<file path="src/rtl/ps2_key_decoder.sv">
// PS/2 keyboard frame receiver and game-command decoder.
// Optional feature macro: PS2_ARROW_KEYS_EN (adds E0-prefixed arrow-key codes).
module ps2_key_decoder #(
    parameter int unsigned TIMEOUT_CYCLES = 100000,
    parameter int unsigned SYNC_STAGES    = 2
) (
    input  logic       clk,
    input  logic       rst_n,
    input  logic       ps2_clk,
    input  logic       ps2_data,
    output logic       keyboard_locker,
    output logic [2:0] keyboard_data
);

    localparam int unsigned TW = $clog2(TIMEOUT_CYCLES + 1);
    localparam logic [TW-1:0] TimeoutLast = TW'(TIMEOUT_CYCLES - 1);

    typedef enum logic [1:0] {StIdle, StData, StParity, StStop} state_t;

    logic [SYNC_STAGES-1:0] clk_sync, data_sync;
    logic                   clk_prev;
    logic                   clk_s, data_s, fall;

    state_t        state_q, state_d;
    logic [2:0]    bit_cnt_q, bit_cnt_d;
    logic [7:0]    shift_q, shift_d;
    logic          parity_q, parity_d;
    logic [TW-1:0] timeout_q, timeout_d;
    logic          ext_q, ext_d, brk_q, brk_d;
    logic          locker_q, locker_d;
    logic [2:0]    kdata_q, kdata_d;
    logic [2:0]    code;

    // Translate a key byte into a command code; 0 means unmapped.
    function automatic logic [2:0] map_code(input logic ext, input logic [7:0] b);
        logic [2:0] c;
        c = 3'd0;
        if (!ext) begin
            case (b)
                8'h1D:   c = 3'd1;
                8'h1B:   c = 3'd2;
                8'h1C:   c = 3'd3;
                8'h23:   c = 3'd4;
                8'h3B:   c = 3'd5;
                8'h42:   c = 3'd6;
                8'h29:   c = 3'd7;
                default: c = 3'd0;
            endcase
        end else begin
`ifdef PS2_ARROW_KEYS_EN
            case (b)
                8'h75:   c = 3'd1;
                8'h72:   c = 3'd2;
                8'h6B:   c = 3'd3;
                8'h74:   c = 3'd4;
                default: c = 3'd0;
            endcase
`else
            c = 3'd0;
`endif
        end
        return c;
    endfunction

    // Synchronizers and previous-clock register; idle-high lines preload to 1.
    always_ff @(posedge clk or negedge rst_n) begin
        if (!rst_n) begin
            clk_sync  <= '1;
            data_sync <= '1;
            clk_prev  <= 1'b1;
        end else begin
            clk_sync[0]  <= ps2_clk;
            data_sync[0] <= ps2_data;
            for (int i = 1; i < int'(SYNC_STAGES); i++) begin
                clk_sync[i]  <= clk_sync[i-1];
                data_sync[i] <= data_sync[i-1];
            end
            clk_prev <= clk_s;
        end
    end

    assign clk_s  = clk_sync[SYNC_STAGES-1];
    assign data_s = data_sync[SYNC_STAGES-1];
    assign fall   = clk_prev & ~clk_s;

    // Frame FSM, timeout, prefix tracking and output strobe next-state.
    always_comb begin
        state_d   = state_q;
        bit_cnt_d = bit_cnt_q;
        shift_d   = shift_q;
        parity_d  = parity_q;
        timeout_d = timeout_q;
        ext_d     = ext_q;
        brk_d     = brk_q;
        locker_d  = 1'b0;
        kdata_d   = kdata_q;
        code      = 3'd0;

        // A stalled partial frame is abandoned along with any pending prefix.
        if (state_q == StIdle || fall) begin
            timeout_d = '0;
        end else if (timeout_q == TimeoutLast) begin
            state_d   = StIdle;
            timeout_d = '0;
            ext_d     = 1'b0;
            brk_d     = 1'b0;
        end else begin
            timeout_d = timeout_q + 1'b1;
        end

        if (fall) begin
            unique case (state_q)
                StIdle: begin
                    if (!data_s) begin
                        state_d   = StData;
                        bit_cnt_d = 3'd0;
                        shift_d   = 8'h00;
                    end
                end
                StData: begin
                    shift_d   = {data_s, shift_q[7:1]};
                    bit_cnt_d = bit_cnt_q + 3'd1;
                    if (bit_cnt_q == 3'd7) state_d = StParity;
                end
                StParity: begin
                    parity_d = data_s;
                    state_d  = StStop;
                end
                StStop: begin
                    state_d = StIdle;
                    if (data_s && (^{shift_q, parity_q})) begin
                        if (shift_q == 8'hE0) begin
                            ext_d = 1'b1;
                        end else if (shift_q == 8'hF0) begin
                            brk_d = 1'b1;
                        end else begin
                            ext_d = 1'b0;
                            brk_d = 1'b0;
                            if (!brk_q) begin
                                code = map_code(ext_q, shift_q);
                                if (code != 3'd0 && !locker_q) begin
                                    locker_d = 1'b1;
                                    kdata_d  = code;
                                end
                            end
                        end
                    end else begin
                        ext_d = 1'b0;
                        brk_d = 1'b0;
                    end
                end
                default: state_d = StIdle;
            endcase
        end
    end

    // State registers.
    always_ff @(posedge clk or negedge rst_n) begin
        if (!rst_n) begin
            state_q   <= StIdle;
            bit_cnt_q <= 3'd0;
            shift_q   <= 8'h00;
            parity_q  <= 1'b0;
            timeout_q <= '0;
            ext_q     <= 1'b0;
            brk_q     <= 1'b0;
            locker_q  <= 1'b0;
            kdata_q   <= 3'd0;
        end else begin
            state_q   <= state_d;
            bit_cnt_q <= bit_cnt_d;
            shift_q   <= shift_d;
            parity_q  <= parity_d;
            timeout_q <= timeout_d;
            ext_q     <= ext_d;
            brk_q     <= brk_d;
            locker_q  <= locker_d;
            kdata_q   <= kdata_d;
        end
    end

    assign keyboard_locker = locker_q;
    assign keyboard_data   = kdata_q;

endmodule

</file>
<file path="config.mk">
export PLATFORM = sky130hd
export DESIGN_NAME = ps2_key_decoder
export DESIGN_NICKNAME = d
export VERILOG_FILES = /design/src/rtl/ps2_key_decoder.sv
export SDC_FILE = /design/constraint.sdc
export NUM_CORES = 1
export LEC_CHECK = 0
export CORE_ASPECT_RATIO = 1.2
export CORE_UTILIZATION = 45
export DETAILED_ROUTE_END_ITERATION = 10
export PLACE_DENSITY_LB_ADDON = 0.3
export SLEW_MARGIN = 15
export SYNTH_ARGS = -nofsm -noshare
export SYNTH_HDL_FRONTEND = slang
export SYNTH_SLANG_ARGS = --single-unit
</file>
<file path="constraint.sdc">
create_clock -name clk -period 4.8 [get_ports clk]
set_clock_uncertainty 0.05 [all_clocks]
set_input_delay 0.48 -clock clk [delete_from_list [all_inputs] [get_ports clk]]
set_output_delay 0.48 -clock clk [all_outputs]
set_load 0.03 [all_outputs]
</file>
==> impl_metrics.toml, run 1 <==
[critical_path]
cp_num_cells = 5
endpoint = "keyboard_data[2]"
path_cells = "xor2_1 > xnor3_1 > xnor2_1 > or3_4 > a211o_1"
r2r_setup_slack_ns = 2.55
cp.arrival_ns = 2.38
rr_startpoint = "shift_q[3]"
worst_path_max_delay_cell = "dfrtp_1"
cp-end-kind = "flip-flop"
max_stage_delay_ns = 0.51
critPathMaxFanout = 9
cp_num_buf_inv = 0
critical_path_class = "flip-flop to flip-flop"
cp-start-kind = "flip-flop"
required_ns = 4.93
critPathLaunch = "shift_q[3]"
r2r-end = "keyboard_data[2]"
ff2ff_path_depth = 5
cp_top_family = "XOR/XNOR gates"

[route]
drcViolationCount = 0
drt_iter0_markers = 104
wl_per_cell_um = 14.7
viasPerCell = 5.63
detail-route-antenna-nets = 0
vias = 1482
dr.pass1.iters = 4
totalWireLength_mm = 3.86

[global_route]
grt-ovfl-total = 0
antenna_found_initial = 0
grt_pass1_vias = 1498
grt_max_degree = 43
grt_pass1_wl_mm = 7.00
track_usage_pct = 18.5

[pwr]
ir_worst_vdd_uv = 201
power_mw = 0.718
cellLeakagePower_nw = 0.977
powerDensity_nw_per_um2 = 314

[floorplanning]
die-area_um2 = 4980
core_area_um2 = 4390
die_y_um = 77.1
pin_count = 8
rows = 26
chipWidth_um = 64.6
initial_utilization_pct = 48.1

[sta]
worst_slew_pin_slew_ns = 0.911
tns_ns = 0
hold_ws_ns = 0.259
final-hold-violation-count = 0
rsz0062_at_grt = "false"
final.period_utilization_pct = 46.8
slew_headroom_pct = 39.3
fmax_ghz = 0.445
fin_crit_ns = 2.25
finalSetupViolations = 0
drv_slew = 0

[synth]
synth-seq-cells = 42
syn_nets = 209
yosysSeqAreaShare_pct = 50.0
yosysWarnings = 0
synth.avg_cell_area_um2 = 10.5
synthArstFlopShare_pct = 100
synth_edf_count = 0
synthFlopType = "dfrtp_1"
syn_inst = 202
netlist_area_um2 = 2110
netlist-cell-type-count = 48

[clock_tree]
clockRootBuffer = "clkbuf_8"
worstSkewPairLatency_ns = 0.29
cts_tree = "built"
cts_resized = 0
cts_buffer_depth = 2
htreeDepth = 2
cts_setup_buffers = 0
cts.sinks = 42
path_clk_slew_ns = 0.08
ctsHoldBuffers = 0
cts_buffers = 5

[worst_hold_path]
hold_class = "input port to asynchronous set/reset pin"

[placement]
io_buffers = 7
dp_hpwl_mm = 2.59
gp_congestion = 0.795

[run_status]
outcome = "finished clean"

[finish]
final_core_util_pct = 52.1
drive_gt1_share_pct = 9.18
n_antenna_cell = 0
fin_nets = 213
fillCellCount = 413
synthToLayoutAreaGrowth_pct = 8.22

[run]
maxCapViolations = 0
## cells in the mapped netlist, drive strengths merged, types with 2 or more instances
| cell type | number | area, µm² |
|---|---|---|
| nand2b | 2 | 12.5 |
| and3b | 2 | 18.8 |
| a21o | 3 | 23.8 |
| nand4 | 5 | 31.3 |
| nor2 | 27 | 101 |
| buf | 5 | 31.3 |
| nand3 | 9 | 45.0 |
| nor3 | 2 | 10.0 |
| nor4 | 5 | 31.3 |
| nand2 | 13 | 48.8 |
| dfstp | 5 | 131 |
| or4 | 2 | 15.0 |
| a21oi | 3 | 15.0 |
| xor2 | 10 | 87.6 |
| and3 | 2 | 12.5 |
| dfrtp | 37 | 926 |
| nand4b | 2 | 17.5 |
| or3 | 3 | 23.8 |
| or4b | 2 | 23.8 |
| inv | 5 | 18.8 |
| xnor2 | 11 | 96.3 |
| o2111ai | 2 | 17.5 |
| o21ai | 7 | 35.0 |
| a211o | 3 | 26.3 |
| ha | 3 | 37.5 |
| clkbuf | 5 | 20.0 |
| a21boi | 2 | 15.0 |
| a22o | 11 | 96.3 |
## power by group
part           internal [mW]  leakage (nW)  switching, mW  total (mW)
sequential             0.375         0.562         0.0256       0.401
combinational         0.0407         0.370         0.0455      0.0862
clock                  0.117        0.0455          0.113       0.230
## layout by cell type, fill, tap and decap left out, types with 5 or more instances in the layout
master / synthesis / layout
nand2_1: 13 / 13
dfrtp_1: 37 / 37
clkdlybuf4s50_1: 0 / 6
dfstp_2: 5 / 5
xnor2_1: 11 / 11
nor4_1: 5 / 5
a22o_1: 11 / 11
o21ai_0: 7 / 6
clkbuf_8: 0 / 6
nand3_1: 9 / 9
xor2_1: 10 / 10
nand4_1: 5 / 5
inv_1: 5 / 5
nor2_1: 27 / 27
## metrics by stage
stage | std cells | area, µm² | worst slack, ns
after floorplan | 202 | 2110 | 2.69
after global placement | 255 | 2200 | 2.57
after detailed placement | 255 | 2200 | 2.52
after CTS | 263 | 2290 | 2.52
after global routing | 263 | 2290 | 2.36
final | 263 | 2290 | 2.55
## flip-flops by register name, summed over array words and instances, names as in the netlist
register	flops
keyboard_locker	1
state_q	2
shift_q	8
bit_cnt_q	3
timeout_q	17
data_sync	2
brk_q	1
parity_q	1
clk_sync	2
ext_q	1
clk_prev	1
keyboard_data	3
## worst register-to-register path, stage by stage (launching register included)
cell and delay (ns):
dfrtp_1 0.51, xor2_1 0.22, xnor3_1 0.43, xnor2_1 0.20, or3_4 0.42, a211o_1 0.30
## metal layers
layer | up-vias | wire [µm] | global-route usage [%] | share of wire (%)
met5 | - | 0 | 0 | 0
met4 | 0 | 84 | 8.67 | 2.2
met3 | 8 | 92 | 4.02 | 2.4
met2 | 14 | 1910 | 30.4 | 49
met1 | 723 | 1780 | 22.8 | 46
li1 | 737 | - | - | -
## cells by family (layout without fill, tap and decap cells)
family / Yosys count / after routing / share of synthesized area [%]
compound gates: 34 / 34 / 12.2
flops: 42 / 42 / 50.0
mux: 2 / 2 / 1.01
simple gates: 84 / 84 / 22.0
fa+ha+maj: 3 / 3 / 1.78
buf+inv: 15 / 20 / 3.31
xor+xnor: 22 / 22 / 9.76
## layout make-up
type                    instances  area (µm²)  area share (%)
clock buffers                   8        90.1            3.94
inverters                       5        18.8           0.820
multi-input cells             145         987            43.1
flip-flops and latches         42        1060            46.2
well taps                      56        70.1            3.06
repair buffers                  7        65.1            2.84
## worst min-delay path by stage
stage,to,cells after the start,slack [ns]
3_3_place_gp,data_sync[1],0,0.30
6_report,bit_cnt_q[1],1,0.26
4_1_cts,keyboard_data[2],1,0.29
2_1_floorplan,bit_cnt_q[0],0,0.13
3_5_place_dp,clk_sync[1],0,0.30
5_1_grt,data_sync[1],0,0.31
Power figures use the tool's default switching activity.
==> inputs of run 2 (changes only) <==
==> constraint.sdc (replaced) <==
create_clock -name clk -period 1.89 [get_ports clk]
set_clock_uncertainty 0.05 [all_clocks]
set_input_delay 0.189 -clock clk [delete_from_list [all_inputs] [get_ports clk]]
set_output_delay 0.189 -clock clk [all_outputs]
set_load 0.03 [all_outputs]
==> impl_metrics.toml, run 2 (same netlist as run 1, synthesis figures left out) <==
[placement]
dp_hpwl_mm = 3.16
gp_congestion = 0.832
placed_area_um2 = 2480
io_buffers = 7

[clock_tree]
clockRootBuffer = "clkbuf_8"
cts_buffers = 5
htreeDepth = 2
path_clk_slew_ns = 0.08
cts.sinks = 42
cts_buffer_depth = 2
worstSkewPairLatency_ns = 0.29
cts_tree = "built"

[run_status]
outcome = "finished with violations"
failed_checks = "setup timing"

[finish]
n_antenna_cell = 0
reg.largest.list = "timeout_q: 17 flops, shift_q: 8 flops"
regArea_um2 = 1060
fillCellCount = 360
top_register = "timeout_q"
layout_commonest_cell = "buf_4"
final_area_um2 = 2760
final_core_util_pct = 62.9
largest_reg_flops = 17
multi_input_area_um2 = 1110
drive_gt1_share_pct = 35.1
mostFrequentLayoutCells = "38 x buf_4, 35 x dfrtp_1, 17 x nor2_1"
synthToLayoutAreaGrowth_pct = 30.7
fin_nets = 257

[sta]
worst_slew_pin_slew_ns = 0.733
final-hold-violation-count = 0
final.period_utilization_pct = 112
slew_headroom_pct = 50.6
drv_slew = 0
rsz0062_at_grt = "true"
fmax_ghz = 0.474
tns_ns = -1.76
fin_ws_ns = -0.221
fin_crit_ns = 2.11
finalSetupViolations = 21

[route]
top_layer = "met4"
vias = 1676
drcViolationCount = 0
drt_iter0_markers = 60
wl_met3_um = 121
wl_met2_mm = 2.39
wl_met1_mm = 1.90
totalWireLength_mm = 4.48
wl_per_cell_um = 14.6
detail-route-antenna-nets = 0
viasPerCell = 5.46
dr.pass1.iters = 4

[worst_hold_path]
holdCritStartpoint = "ps2_clk"
hold_class = "input port to flip-flop"
hold_depth = 1

[floorplanning]
initial_utilization_pct = 48.1
pin_count = 8
die-area_um2 = 4980
rows = 26
chipWidth_um = 64.6
die_y_um = 77.1
core_area_um2 = 4390

[global_route]
track_usage_pct = 19.0
antenna_found_initial = 0
grt_pass1_wl_mm = 7.26
grt_pass1_vias = 1679
grt_max_degree = 43
grt-ovfl-total = 0

[critical_path]
cp-end-kind = "flip-flop"
ff2ff_path_depth = 5
rr_startpoint = "shift_q[5]"
critPathMaxFanout = 5
cp.arrival_ns = 2.25
critPathLaunch = "shift_q[5]"
cp-start-kind = "flip-flop"
critical_path_class = "flip-flop to flip-flop"
required_ns = 2.02

[pwr]
cellLeakagePower_nw = 1.22
p_sw_mw = 0.533
seqPwrFrac_pct = 49.8
p_clk_share_pct = 29.6
swShare_pct = 26.6
ir_worst_vdd_uv = 511
p_int_mw = 1.47
powerDensity_nw_per_um2 = 725
p_comb_share_pct = 20.7

[run]
maxCapViolations = 0
-- run 2: cell count changes in the layout (fill, tap and decap cells not counted), moves of 5 or more --
cell	change
buf_4	+38
nor2_1	-10
nor2_2	+5
buf_6	+5
nor2_4	+5
-- run 2: worst max-delay path, cell delays in order, from the launching register on --
cell and delay, ns:
dfrtp_2 0.44, or4b_4 0.53, or3_4 0.35, a21o_1 0.20, and3b_1 0.17, a211o_1 0.27
-- run 2: layout make-up --
class	instances	area share, %
clock buffers	7	3.12
clock inverters	1	0.181
inverters	5	0.679
multi-input cells	145	40.1
flip-flops and latches	42	38.3
well taps	56	2.54
repair buffers	51	15.1
-- run 2: final timing paths --
kind                       slack (ns)                to
min reg2reg                      0.31       clk_sync[1]
max                             -0.22  keyboard_data[0]
min in group asynchronous        0.44        shift_q[0]
max reg2reg                     -0.22  keyboard_data[0]
max in group asynchronous        0.97       clk_sync[0]
min                              0.25       clk_sync[0]
-- run 2: per-stage QoR --
stage / setup slack (ns) / instances / hold slack, ns / power, mW
floorplan: -0.183 / 202 / -0.157 / 1.21
global placement: -0.174 / 292 / 0.238 / 1.35
detailed placement: -0.207 / 292 / 0.241 / 1.36
CTS: -0.205 / 302 / 0.241 / 1.96
global route: -0.266 / 307 / 0.250 / 2.10
finish: -0.221 / 307 / 0.248 / 2.00
-- run 2: timing repair --
item,in CTS,in global routing
hold buffers,1,0
endpoints found under the hold margin,37,0
gates cloned,0,1
resized for setup,9,31
endpoints found under the setup margin,24,20
setup buffers,1,4
pin swaps,4,22
-- run 2: per-layer routing --
metal | track usage [%] | vias up
met5 | 0 | -
met4 | 5.56 | 0
met3 | 4.32 | 8
met2 | 34.5 | 24
met1 | 21.7 | 831
li1 | - | 813
-- run 2: power by group through the flow --
stage               Clock (mW)  Combinational, mW  Sequential [mW]
finish                   0.592              0.414            0.998
global route             0.644              0.451             1.00
CTS                      0.600              0.362            0.996
detailed placement           0              0.346             1.01
global placement             0              0.336             1.01
floorplan                    0              0.201             1.00
